===== src/rtl/lvds_tx_serializer_pkg.sv =====
// Shared types and constants for the LVDS transmit serializer.
// Holds the state encoding, default fill/training words and counter sizing.
package lvds_tx_pkg;

  typedef enum logic [0:0] {
    TRAIN = 1'b0,
    RUN   = 1'b1
  } tx_state_e;

  localparam logic [7:0] TRAIN_PATTERN_DEF = 8'hF0;
  localparam logic [7:0] IDLE_PATTERN_DEF  = 8'hBC;

  // Counter width for a range of n values; never below one bit so that
  // degenerate builds (e.g. no training) still elaborate cleanly.
  function automatic int cnt_w(input int n);
    return (n < 2) ? 1 : $clog2(n);
  endfunction

endpackage


===== src/rtl/lvds_tx_serializer_if.sv =====
// Upstream word handshake into the serializer (data, valid/ready, enable).
interface lvds_tx_if #(
  parameter int WIDTH = 8
);
  logic             tx_en;
  logic [WIDTH-1:0] din;
  logic             din_valid;
  logic             din_ready;

  modport master (output tx_en, din, din_valid, input  din_ready);
  modport slave  (input  tx_en, din, din_valid, output din_ready);
endinterface


===== src/rtl/lvds_tx_serializer_piso.sv =====
// Shift register, bit counter and frame marker for the serializer.
// Loads next_word on the boundary edge, otherwise shifts MSB-first.
module lvds_tx_piso #(
  parameter int WIDTH = 8,
  parameter int BW    = 3
) (
  input  logic             clk,
  input  logic             rst,
  input  logic [WIDTH-1:0] next_word,
  output logic             boundary,
  output logic             dout,
  output logic             frame
);
  logic [WIDTH-1:0] shreg;
  logic [BW-1:0]    bitcnt;

  // Counter parks at WIDTH-1 in reset so the first live edge is a load.
  assign boundary = (bitcnt == BW'(WIDTH-1));
  assign dout     = shreg[WIDTH-1];

  always_ff @(posedge clk) begin
    if (rst) begin
      shreg  <= '0;
      bitcnt <= BW'(WIDTH-1);
      frame  <= 1'b0;
    end else if (boundary) begin
      shreg  <= next_word;
      bitcnt <= '0;
      frame  <= 1'b1;
    end else begin
      shreg  <= {shreg[WIDTH-2:0], 1'b0};
      bitcnt <= bitcnt + BW'(1);
      frame  <= 1'b0;
    end
  end
endmodule


===== src/rtl/lvds_tx_serializer.sv =====
// LVDS transmit serializer top: training after reset, then data or idle
// fill selected at each word boundary, with underrun flagging.
module lvds_tx_serializer
  import lvds_tx_pkg::*;
#(
  parameter int                 WIDTH         = 8,
  parameter int                 TRAIN_WORDS   = 4,
  parameter logic [WIDTH-1:0]   TRAIN_PATTERN = WIDTH'(TRAIN_PATTERN_DEF),
  parameter logic [WIDTH-1:0]   IDLE_PATTERN  = WIDTH'(IDLE_PATTERN_DEF)
) (
  input  logic     clk,
  input  logic     rst,
  lvds_tx_if.slave up,
  output logic     dout,
  output logic     frame,
  output logic     underrun,
  output logic     training
);
  localparam int BW = cnt_w(WIDTH);
  localparam int WC = cnt_w(TRAIN_WORDS + 1);

  localparam logic [0:0] S_TRAIN = TRAIN;
  localparam logic [0:0] S_RUN   = RUN;
  localparam logic [0:0] S_RESET = (TRAIN_WORDS == 0) ? S_RUN : S_TRAIN;

  logic [0:0]       state;
  logic [WC-1:0]    wordcnt;
  logic [WC-1:0]    wordcnt_nx;
  logic             boundary;
  logic             run_st;
  logic [WIDTH-1:0] next_word;

  assign run_st       = (state == S_RUN);
  assign training     = (state == S_TRAIN);
  assign up.din_ready = run_st && boundary && up.tx_en;
  assign wordcnt_nx   = wordcnt + WC'(1);

  // Training has priority; in RUN the gap filler covers both a disabled
  // link and a missing word so the pad always carries a defined pattern.
  always_comb begin
    next_word = IDLE_PATTERN;
    if (!run_st)
      next_word = TRAIN_PATTERN;
    else if (up.tx_en && up.din_valid)
      next_word = up.din;
  end

  always_ff @(posedge clk) begin
    if (rst) begin
      state    <= S_RESET;
      wordcnt  <= '0;
      underrun <= 1'b0;
    end else begin
      underrun <= boundary && run_st && up.tx_en && !up.din_valid;
      if (boundary && !run_st) begin
        wordcnt <= wordcnt_nx;
        if (wordcnt_nx == WC'(TRAIN_WORDS))
          state <= S_RUN;
      end
    end
  end

  lvds_tx_piso #(
    .WIDTH (WIDTH),
    .BW    (BW)
  ) u_piso (
    .clk       (clk),
    .rst       (rst),
    .next_word (next_word),
    .boundary  (boundary),
    .dout      (dout),
    .frame     (frame)
  );
endmodule


===== src/flat_wrapper.sv =====
// flat-port wrapper written by rule: the top's interface ports become plain ports
module lvds_tx_serializer_flat import lvds_tx_pkg::*;
#(
  parameter int                 WIDTH         = 8,
  parameter int                 TRAIN_WORDS   = 4,
  parameter logic [WIDTH-1:0]   TRAIN_PATTERN = WIDTH'(TRAIN_PATTERN_DEF),
  parameter logic [WIDTH-1:0]   IDLE_PATTERN  = WIDTH'(IDLE_PATTERN_DEF)
)
  (clk, rst, dout, frame, underrun, training, up_tx_en, up_din, up_din_valid, up_din_ready);
  lvds_tx_if #(.WIDTH(WIDTH)) up_i ();
  input  logic clk;
  input  logic rst;
  output logic dout;
  output logic frame;
  output logic underrun;
  output logic training;
  input wire logic [$bits(up_i.tx_en)-1:0] up_tx_en;
  input wire logic [$bits(up_i.din)-1:0] up_din;
  input wire logic [$bits(up_i.din_valid)-1:0] up_din_valid;
  output wire logic [$bits(up_i.din_ready)-1:0] up_din_ready;
  assign up_i.tx_en = up_tx_en;
  assign up_i.din = up_din;
  assign up_i.din_valid = up_din_valid;
  assign up_din_ready = up_i.din_ready;
  lvds_tx_serializer #(.WIDTH(WIDTH), .TRAIN_WORDS(TRAIN_WORDS), .TRAIN_PATTERN(TRAIN_PATTERN), .IDLE_PATTERN(IDLE_PATTERN)) u_core (.clk(clk), .rst(rst), .up(up_i), .dout(dout), .frame(frame), .underrun(underrun), .training(training));
endmodule

===== config.mk =====
export PLATFORM = sky130hd
export DESIGN_NAME = lvds_tx_serializer_flat
export DESIGN_NICKNAME = d
export VERILOG_FILES = /design/src/rtl/lvds_tx_serializer_pkg.sv /design/src/rtl/lvds_tx_serializer_if.sv /design/src/rtl/lvds_tx_serializer_piso.sv /design/src/rtl/lvds_tx_serializer.sv /design/src/flat_wrapper.sv
export SDC_FILE = /design/constraint.sdc
export NUM_CORES = 1
export LEC_CHECK = 0
export ABC_AREA = 1
export CAP_MARGIN = 0
export CORE_MARGIN = 2
export CORE_UTILIZATION = 48
export CTS_CLUSTER_SIZE = 14
export DETAILED_ROUTE_END_ITERATION = 6
export GPL_TIMING_DRIVEN = 0
export PLACE_DENSITY = 0.88
export SLEW_MARGIN = 10
export SYNTH_ARGS = -nofsm -noshare
export SYNTH_HDL_FRONTEND = slang
export SYNTH_SLANG_ARGS = --single-unit

===== constraint.sdc =====
create_clock -name clk -period 3.9 [get_ports clk]
set_clock_uncertainty 0.15 [all_clocks]
set_input_delay 0.78 -clock clk [delete_from_list [all_inputs] [get_ports clk]]
set_output_delay 0.78 -clock clk [all_outputs]
set_load 0.03 [all_outputs]

==> results of run 1 <==
worst reg2reg max path, stage by stage (launching register included):
cell and delay (ns):
dfxtp_1 0.33, ha_1 0.20, ha_1 0.17, buf_4 0.17, nand2_4 0.10, inv_1 0.06, o21ai_0 0.09, a21oi_1 0.09
final cells by class:
cell class              instances  area, µm²
multi-input cells              45      266.5
clock buffers                   3      22.52
well taps                      15      18.77
clock inverters                 1      5.005
fillers                       116      444.2
plain buffers                   2      12.51
flip-flops and latches         17      340.3
repair buffers                 15      150.1
inverters                      11      41.29
state kept, by name, indices dropped and copies added, names as in the netlist:
register	flops
u_core.u_piso.frame	1
u_core.u_piso.bitcnt	3
u_core.underrun	1
u_core.wordcnt	3
u_core.u_piso.shreg	8
u_core.run_st	1
per-layer routing:
layer,track usage [%],part of all wire (%),vias up
met4,7.258,1.4,0
met5,0,0,-
met1,15.84,40,245
met3,10.33,6.3,3
li1,-,-,279
met2,35.16,53,13
power by group:
group / switching (mW) / internal (mW)
Sequential: 0.0100 / 0.199
Clock: 0.0560 / 0.0383
Combinational: 0.0529 / 0.0444
Total: 0.119 / 0.282
stage by stage:
step           total power, mW  setup slack [ns]
2_1_floorplan           0.2774             1.742
3_3_place_gp            0.3068            0.8733
3_5_place_dp            0.3118            0.8344
4_1_cts                 0.4060            0.8344
5_1_grt                 0.4260            0.7941
6_report                0.4006            0.8406
synth_stat cells:
| cell | count | area (µm²) |
|---|---|---|
| inv_1 | 10 | 37.54 |
| nor2_4 | 1 | 11.26 |
| o21ai_0 | 8 | 40.04 |
| nand3_1 | 1 | 5.000 |
| nor2_1 | 6 | 22.52 |
| buf_4 | 1 | 7.510 |
| xor2_1 | 1 | 8.760 |
| nor3_1 | 1 | 5.000 |
| inv_2 | 1 | 3.750 |
| a21oi_2 | 1 | 8.760 |
| buf_2 | 1 | 5.000 |
| dfxtp_1 | 17 | 340.3 |
| ha_1 | 4 | 50.05 |
| nor4_1 | 1 | 6.260 |
| or2_2 | 2 | 12.51 |
| nand2_4 | 1 | 11.26 |
| a21o_1 | 1 | 7.510 |
| a21oi_1 | 7 | 35.03 |
| nand2_2 | 2 | 12.51 |
| nand2_1 | 8 | 30.03 |
cell families after synthesis:
group,count (synthesis),share of synthesized area [%]
DFF,17,51.52
buffers and inverters,13,8.144
xor gates and xnor gates,1,1.326
and+or+nand+nor,23,17.61
adders and majority gates,4,7.576
AOI/OAI and AO/OA,17,13.83
worst max-delay path by stage:
stage	end	cells past startpoint
6_report	up_din_ready	4
5_1_grt	up_din_ready	4
4_1_cts	up_din_ready	4
3_5_place_dp	up_din_ready	4
3_3_place_gp	up_din_ready	4
2_1_floorplan	up_din_ready	2
==> impl_metrics.env, run 1 <==
export IMPL_status="finished, final reports clean"
export IMPL_finalSetupTns_ns=0
export IMPL_cts_buffers=3
export IMPL_slew_headroom_pct=79.07
export IMPL_cts_tree="built"
export IMPL_r2r_start="u_core.u_piso.bitcnt[0]$_SDFF_PP1_"
export IMPL_fin_util_pct=65.87
export IMPL_syn_nets=91
export IMPL_rr_endpoint="u_core.u_piso.shreg[2]$_SDFF_PP0_"
export IMPL_seq_area_frac_synth_pct=51.52
export IMPL_power_leakage_nw=0.3909
export IMPL_slew_viol_final=0
export IMPL_fmax_ghz=0.3269
export IMPL_setup_viol=0
export IMPL_layout_drive_gt1_share_pct=14.89
export IMPL_io_buffers=15
export IMPL_nets=111
export IMPL_num_vias=540
export IMPL_die_x_um=41.10
export IMPL_io_pins=17
export IMPL_reg2reg_slack_ns=2.43
export IMPL_core_um2=1301
export IMPL_place_hpwl_um=935.7
export IMPL_clk_pin_slew_worst_paths_ns=0.10
export IMPL_endpoint_kind="output pin"
export IMPL_syn2layout_area_growth_pct=29.73
export IMPL_arrival_ns=2.13
export IMPL_syn_area_per_cell_um2=8.808
export IMPL_netlist_cell_type_count=20
export IMPL_setup_worst_path_start="up_tx_en"
export IMPL_ys_ff_latch=17
export IMPL_die_area_um2=1689
export IMPL_grt_pass1_vias=527
export IMPL_finalHoldViolCount=0
export IMPL_first_pass_iters=4
export IMPL_track_usage_pct=18.63
export IMPL_antenna_cells=0
export IMPL_min_period_ns=3.059
export IMPL_clock_sinks=17
export IMPL_min_path_cells=2
export IMPL_row_count=13
export IMPL_chipHeight_um=41.10
export IMPL_max_cap_violations=0
export IMPL_routed_wl_mm=1.176
export IMPL_cts_hold_buf=0
export IMPL_cts_setup_buffers=0
export IMPL_min_period_over_period_pct=78.45
export IMPL_ant_nets=0
export IMPL_min_path_type="reg2reg"
export IMPL_hold_slack_ns=0.2990
export IMPL_worst_r2r_path_depth=7
export IMPL_grt_first_pass_wirelength_mm=1.938
export IMPL_hold_start="u_core.u_piso.shreg[1]$_SDFF_PP0_"
export IMPL_hold_path_endpoint="u_core.u_piso.shreg[2]$_SDFF_PP0_"
export IMPL_tightest_slew_ns=0.3129
export IMPL_wire_per_inst_um=10.79
export IMPL_critPathKind="in2out"
export IMPL_antenna_found_initial=0
export IMPL_crit_slowest_cell="clkdlybuf4s50_1"
export IMPL_crit_path_cell_trace="clkdlybuf4s50_1 -> inv_1 -> nor2_1 -> clkdlybuf4s50_1"
export IMPL_slowest_delay_ns=0.67
export IMPL_routabilityCongestion=0.7490
export IMPL_drc=0
export IMPL_overflow=0
export IMPL_grt_max_degree=11
export IMPL_critical_path_top_delay_family="buffers and inverters"
export IMPL_worstPathMaxFanout=3
export IMPL_fin_cells=109
export IMPL_cp_num_buf_inv=3
export IMPL_crit_top_cell="clkdlybuf4s50_1"
export IMPL_placed_cell_area_um2=829.5
export IMPL_netlist_area_um2=660.6
export IMPL_final_cell_area_um2=857.1
export IMPL_cts_buffer_depth=2
export IMPL_worstSkewPairLatency_ns=0.30
export IMPL_rsz0062_at_grt="false"
export IMPL_cp_start_kind="primary input"
export IMPL_yosysWarnings=0
export IMPL_start_util_pct=50.77
export IMPL_postSynthCellCount=75
export IMPL_dp_cells=105
export IMPL_post_cts_resize_count=0
export IMPL_root_buffer="clkbuf_4"
export IMPL_viasPerCell=4.954
export IMPL_max_vdd_ir_drop_mv=0.2887
export IMPL_layout_commonest_cell="dfxtp_1"
export IMPL_power_density_nw_per_um2=467.4
export IMPL_required_ns=2.97
export IMPL_final_cell_mix="17 x dfxtp_1, 15 x clkdlybuf4s50_1, 10 x inv_1"
export IMPL_htreeDepth=1
export IMPL_drt_iter0_drc=4
(Power assumes the default switching activity.)
==> run 2, diff against run 1 <==
--- a/config.mk
+++ b/config.mk
@@ -8,11 +8,11 @@
 export ABC_AREA = 1
 export CAP_MARGIN = 0
 export CORE_MARGIN = 2
-export CORE_UTILIZATION = 48
+export CORE_UTILIZATION = 45
 export CTS_CLUSTER_SIZE = 14
 export DETAILED_ROUTE_END_ITERATION = 6
 export GPL_TIMING_DRIVEN = 0
-export PLACE_DENSITY = 0.88
+export PLACE_DENSITY = 0.84
 export SLEW_MARGIN = 10
 export SYNTH_ARGS = -nofsm -noshare
 export SYNTH_HDL_FRONTEND = slang
==> constraint.sdc (replaced) <==
create_clock -name clk -period 2.9 [get_ports clk]
set_clock_uncertainty 0.15 [all_clocks]
set_input_delay 0.58 -clock clk [delete_from_list [all_inputs] [get_ports clk]]
set_output_delay 0.58 -clock clk [all_outputs]
set_load 0.03 [all_outputs]
==> impl_metrics.env, run 2 (synthesized netlist as in run 1, its figures left out) <==
export IMPL_io_pins=17
export IMPL_power_internal_mw=0.3808
export IMPL_die_x_um=42.32
export IMPL_swShare_pct=28.56
export IMPL_reg2reg_slack_ns=1.46
export IMPL_fmax_ghz=0.3733
export IMPL_ant_nets=0
export IMPL_clock_sinks=17
export IMPL_worstPathMaxFanout=10
export IMPL_placed_cell_area_um2=829.5
export IMPL_overflow=0
export IMPL_power_leakage_nw=0.3881
export IMPL_grt_first_pass_wirelength_mm=1.759
export IMPL_layout_commonest_cell="dfxtp_1"
export IMPL_clkPwrFrac_pct=22.9
export IMPL_min_period_over_period_pct=92.38
export IMPL_tightest_slew_ns=0.3063
export IMPL_largest_register_ff_count=8
export IMPL_cts_tree="built"
export IMPL_grt_pass1_vias=460
export IMPL_slew_viol_final=0
export IMPL_power_density_nw_per_um2=622.9
export IMPL_viasPerCell=4.716
export IMPL_num_vias=514
export IMPL_core_um2=1334
export IMPL_post_cts_resize_count=0
export IMPL_cts_buffers=3
export IMPL_drc=0
export IMPL_syn2layout_area_growth_pct=29.55
export IMPL_setup_viol=0
export IMPL_first_pass_iters=4
export IMPL_worst_r2r_path_depth=7
export IMPL_htreeDepth=1
export IMPL_required_ns=2.17
export IMPL_routed_wl_mm=1.096
export IMPL_slew_headroom_pct=79.51
export IMPL_power_switching_mw=0.1523
export IMPL_worstSkewPairLatency_ns=0.28
export IMPL_max_cap_violations=0
export IMPL_antenna_cells=0
export IMPL_multiInputGateArea_um2=266.5
export IMPL_finalHoldViolCount=0
export IMPL_final_cell_area_um2=855.8
export IMPL_top_register="u_core.u_piso.shreg"
export IMPL_row_count=13
export IMPL_min_path_type="reg2reg"
export IMPL_drt_iter0_drc=5
export IMPL_regArea_um2=340.3
export IMPL_filler_cell_count=122
export IMPL_wire_per_inst_um=10.06
export IMPL_cts_setup_buffers=0
export IMPL_nets=111
export IMPL_max_vdd_ir_drop_mv=0.2524
export IMPL_fin_cells=109
export IMPL_min_period_ns=2.679
export IMPL_status="finished, final reports clean"
export IMPL_io_buffers=15
export IMPL_seqPwrFrac_pct=52.6
export IMPL_rsz0062_at_grt="false"
export IMPL_finalSetupTns_ns=0
export IMPL_cts_hold_buf=0
export IMPL_final_cell_mix="17 x dfxtp_1, 15 x clkdlybuf4s50_1, 10 x inv_1"
export IMPL_chipHeight_um=42.32
export IMPL_crit_end="up_din_ready"
export IMPL_dp_cells=105
export IMPL_cp_start_kind="flip-flop"
export IMPL_grt_max_degree=11
export IMPL_start_util_pct=49.53
export IMPL_antenna_found_initial=0
export IMPL_layout_drive_gt1_share_pct=13.83
export IMPL_track_usage_pct=13.09
export IMPL_cts_buffer_depth=2
export IMPL_largestRegisters="u_core.u_piso.shreg: 8 flops, u_core.u_piso.bitcnt: 3 flops, u_core.wordcnt: 3 flops"
export IMPL_place_hpwl_um=847.7
export IMPL_endpoint_kind="output pin"
export IMPL_power_mw=0.5331
export IMPL_clk_pin_slew_worst_paths_ns=0.09
export IMPL_arrival_ns=1.95
export IMPL_r2r_start="u_core.u_piso.bitcnt[0]$_SDFF_PP1_"
export IMPL_hold_slack_ns=0.3126
export IMPL_critPathKind="reg2out"
export IMPL_rr_endpoint="u_core.wordcnt[1]$_SDFFE_PP0P_"
export IMPL_setup_worst_path_start="u_core.u_piso.bitcnt[0]$_SDFF_PP1_"
export IMPL_root_buffer="clkbuf_4"
export IMPL_p_comb_share_pct=24.5
export IMPL_die_area_um2=1791
export IMPL_routabilityCongestion=0.7018
## run 2: changes by cell type in the layout (fill, tap and decap cells not counted), sizes merged
cell,before,now
clkbuf,3,4
clkinv,1,0
## run 2: final cells by class
| class | count | area share [%] |
|---|---|---|
| multi-input combinational | 45 | 31.14 |
| buffer | 2 | 1.462 |
| clock buffer | 4 | 3.070 |
| tap | 15 | 2.193 |
| inverter | 11 | 4.825 |
| sequential | 17 | 39.77 |
| timing repair buffer | 15 | 17.54 |
## run 2: per-layer routing
metal,share of wire (%),global-route usage [%],up-vias,routed length (µm)
met5,0,0,-,0
met4,1.9,9.375,0,21
met3,3.6,2.586,2,39
met2,46,21.54,12,499
met1,49,14.89,223,536
li1,-,-,277,-
## run 2: stage by stage
step	util (%)	setup slack [ns]
2_1_floorplan	-	0.9653
3_3_place_gp	62.20	0.2732
3_5_place_dp	62.20	0.2633
4_1_cts	64.17	0.2056
5_1_grt	64.17	0.1232
6_report	64.17	0.2211
## run 2: power by group through the flow
stage,registers [mW],clock network [mW],logic (mW)
6_report,0.280,0.122,0.131
5_1_grt,0.284,0.137,0.148
4_1_cts,0.281,0.124,0.133
3_5_place_dp,0.286,0,0.132
3_3_place_gp,0.285,0,0.125
2_1_floorplan,0.294,0,0.0795
## run 2: worst min path at each step
stage               depth (start not counted)                               start                            endpoint  slack [ns]
detailed placement                          2   u_core.u_piso.shreg[2]$_SDFF_PP0_   u_core.u_piso.shreg[3]$_SDFF_PP0_        0.30
global placement                            1  u_core.u_piso.bitcnt[0]$_SDFF_PP1_  u_core.u_piso.bitcnt[0]$_SDFF_PP1_        0.28
finish                                      2   u_core.u_piso.shreg[1]$_SDFF_PP0_   u_core.u_piso.shreg[2]$_SDFF_PP0_        0.31
floorplan                                   1  u_core.u_piso.bitcnt[0]$_SDFF_PP1_  u_core.u_piso.bitcnt[0]$_SDFF_PP1_        0.27
CTS                                         2   u_core.u_piso.shreg[2]$_SDFF_PP0_   u_core.u_piso.shreg[3]$_SDFF_PP0_        0.31
global route                                1  u_core.u_piso.bitcnt[0]$_SDFF_PP1_  u_core.u_piso.bitcnt[0]$_SDFF_PP1_        0.34
## run 2: worst max-delay path: stages, from the launching register on
cell	delay, ns
dfxtp_1	0.35
ha_1	0.15
ha_1	0.14
buf_4	0.17
nand2_4	0.08
nor2_1	0.10
clkdlybuf4s50_1	0.67
==> run 3, diff against run 2 <==
--- a/config.mk
+++ b/config.mk
@@ -8,11 +8,11 @@
 export ABC_AREA = 1
 export CAP_MARGIN = 0
 export CORE_MARGIN = 2
-export CORE_UTILIZATION = 45
-export CTS_CLUSTER_SIZE = 14
+export CORE_UTILIZATION = 42
+export CTS_CLUSTER_SIZE = 20
 export DETAILED_ROUTE_END_ITERATION = 6
 export GPL_TIMING_DRIVEN = 0
-export PLACE_DENSITY = 0.84
+export PLACE_DENSITY = 0.79
 export SLEW_MARGIN = 10
 export SYNTH_ARGS = -nofsm -noshare
 export SYNTH_HDL_FRONTEND = slang
==> impl_metrics.env, run 3 (synthesized netlist as in run 1, its figures left out) <==
export IMPL_min_path_type="reg2reg"
export IMPL_arrival_ns=1.95
export IMPL_clk_pin_slew_worst_paths_ns=0.09
export IMPL_fmax_ghz=0.3736
export IMPL_min_period_over_period_pct=92.29
export IMPL_required_ns=2.17
export IMPL_status="finished, final reports clean"
export IMPL_largestRegisters="u_core.u_piso.shreg: 8 flops, u_core.u_piso.bitcnt: 3 flops, u_core.wordcnt: 3 flops"
export IMPL_tightest_slew_ns=0.3070
export IMPL_cts_tree="built"
export IMPL_track_usage_pct=14.47
export IMPL_clkPwrFrac_pct=23.2
export IMPL_viasPerCell=4.782
export IMPL_wire_per_inst_um=10.52
export IMPL_syn2layout_area_growth_pct=29.73
export IMPL_htreeDepth=1
export IMPL_worstSkewPairLatency_ns=0.29
export IMPL_finalSetupTns_ns=0
export IMPL_min_period_ns=2.676
export IMPL_finalHoldViolCount=0
export IMPL_io_buffers=15
export IMPL_worst_r2r_path_depth=7
export IMPL_overflow=0
export IMPL_start_util_pct=44.37
export IMPL_power_switching_mw=0.1547
export IMPL_max_cap_violations=0
export IMPL_post_cts_resize_count=0
export IMPL_root_buffer="clkbuf_4"
export IMPL_die_x_um=43.66
export IMPL_rsz0062_at_grt="false"
export IMPL_clock_sinks=17
export IMPL_first_pass_iters=3
export IMPL_critPathKind="reg2out"
export IMPL_endpoint_kind="output pin"
export IMPL_cts_buffers=3
export IMPL_slew_headroom_pct=79.47
export IMPL_drt_iter0_drc=6
export IMPL_drc=0
export IMPL_core_um2=1489
export IMPL_power_internal_mw=0.3809
export IMPL_power_mw=0.5356
export IMPL_seqPwrFrac_pct=52.3
export IMPL_row_count=14
export IMPL_antenna_found_initial=0
export IMPL_min_path_cells=1
export IMPL_cts_buffer_depth=2
export IMPL_swShare_pct=28.89
export IMPL_slew_viol_final=0
export IMPL_die_area_um2=1906
export IMPL_num_vias=526
export IMPL_routabilityCongestion=0.6958
export IMPL_cp_start_kind="flip-flop"
export IMPL_largest_register_ff_count=8
export IMPL_power_leakage_nw=0.3881
export IMPL_ant_nets=0
export IMPL_top_register="u_core.u_piso.shreg"
export IMPL_chipHeight_um=43.66
export IMPL_p_comb_share_pct=24.5
export IMPL_final_cell_mix="17 x dfxtp_1, 15 x clkdlybuf4s50_1, 10 x inv_1"
export IMPL_grt_max_degree=11
export IMPL_layout_commonest_cell="dfxtp_1"
export IMPL_io_pins=17
export IMPL_nets=111
export IMPL_antenna_cells=0
export IMPL_worstPathMaxFanout=10
export IMPL_grt_first_pass_wirelength_mm=1.966
export IMPL_max_vdd_ir_drop_mv=0.3493
export IMPL_setup_viol=0
export IMPL_cts_hold_buf=0
export IMPL_place_hpwl_um=873.4
export IMPL_routed_wl_mm=1.157
export IMPL_power_density_nw_per_um2=624.9
export IMPL_cts_setup_buffers=0
export IMPL_layout_drive_gt1_share_pct=13.83
export IMPL_grt_pass1_vias=511
## run 3: cell counts in the layout (fill, tap and decap cells not counted)
Identical to the previous run, type by type.
## run 3: routing by layer
metal	wire length (µm)	global-route usage (%)	share of wire (%)	vias to the layer above
li1	-	-	-	274
met5	0	0	0	-
met3	52	2.500	4.5	4
met2	535	22.65	46	15
met4	44	12.73	3.8	0
met1	525	16.80	45	233
## run 3: cell type report
cell class,instances,area [µm²]
Buffer,2,12.51
Clock buffer,4,26.28
Fill cell,140,631.9
Inverter,11,41.29
Multi-Input combinational cell,45,266.5
Sequential cell,17,340.3
Tap cell,16,20.02
Timing Repair Buffer,15,150.1
## run 3: final timing paths
kind | slack (ns) | startpoint | to
setup / recovery | 0.22 | u_core.u_piso.bitcnt[0]$_SDFF_PP1_ | up_din_ready
hold / removal | 0.30 | u_core.u_piso.bitcnt[0]$_SDFF_PP1_ | u_core.u_piso.bitcnt[0]$_SDFF_PP1_
setup reg to reg | 1.47 | u_core.u_piso.bitcnt[0]$_SDFF_PP1_ | u_core.wordcnt[1]$_SDFFE_PP0P_
hold reg to reg | 0.30 | u_core.u_piso.bitcnt[0]$_SDFF_PP1_ | u_core.u_piso.bitcnt[0]$_SDFF_PP1_
## run 3: power by group through the flow
stage	clock network [mW]	registers [mW]	logic [mW]
floorplan	0	0.294	0.0795
global placement	0	0.285	0.127
detailed placement	0	0.286	0.133
CTS	0.130	0.281	0.134
global route	0.136	0.283	0.150
finish	0.124	0.280	0.131
## run 3: per-stage QoR
stage / hold slack, ns / area [µm²] / setup slack, ns / util, % / cells
2_1_floorplan: 0.2681 / 660.6 / 0.9653 / - / 75
3_3_place_gp: 0.2817 / 830.8 / 0.2640 / 55.80 / 106
3_5_place_dp: 0.2900 / 830.8 / 0.2715 / 55.80 / 106
4_1_cts: 0.3053 / 857.1 / 0.2010 / 57.56 / 110
5_1_grt: 0.3160 / 857.1 / 0.1158 / 57.56 / 110
6_report: 0.2979 / 857.1 / 0.2236 / 57.56 / 110
## run 3: worst max-delay path, stage by stage (launching register included)
cell	delay (ns)
dfxtp_1	0.34
ha_1	0.15
ha_1	0.14
buf_4	0.17
nand2_4	0.08
nor2_1	0.11
clkdlybuf4s50_1	0.68
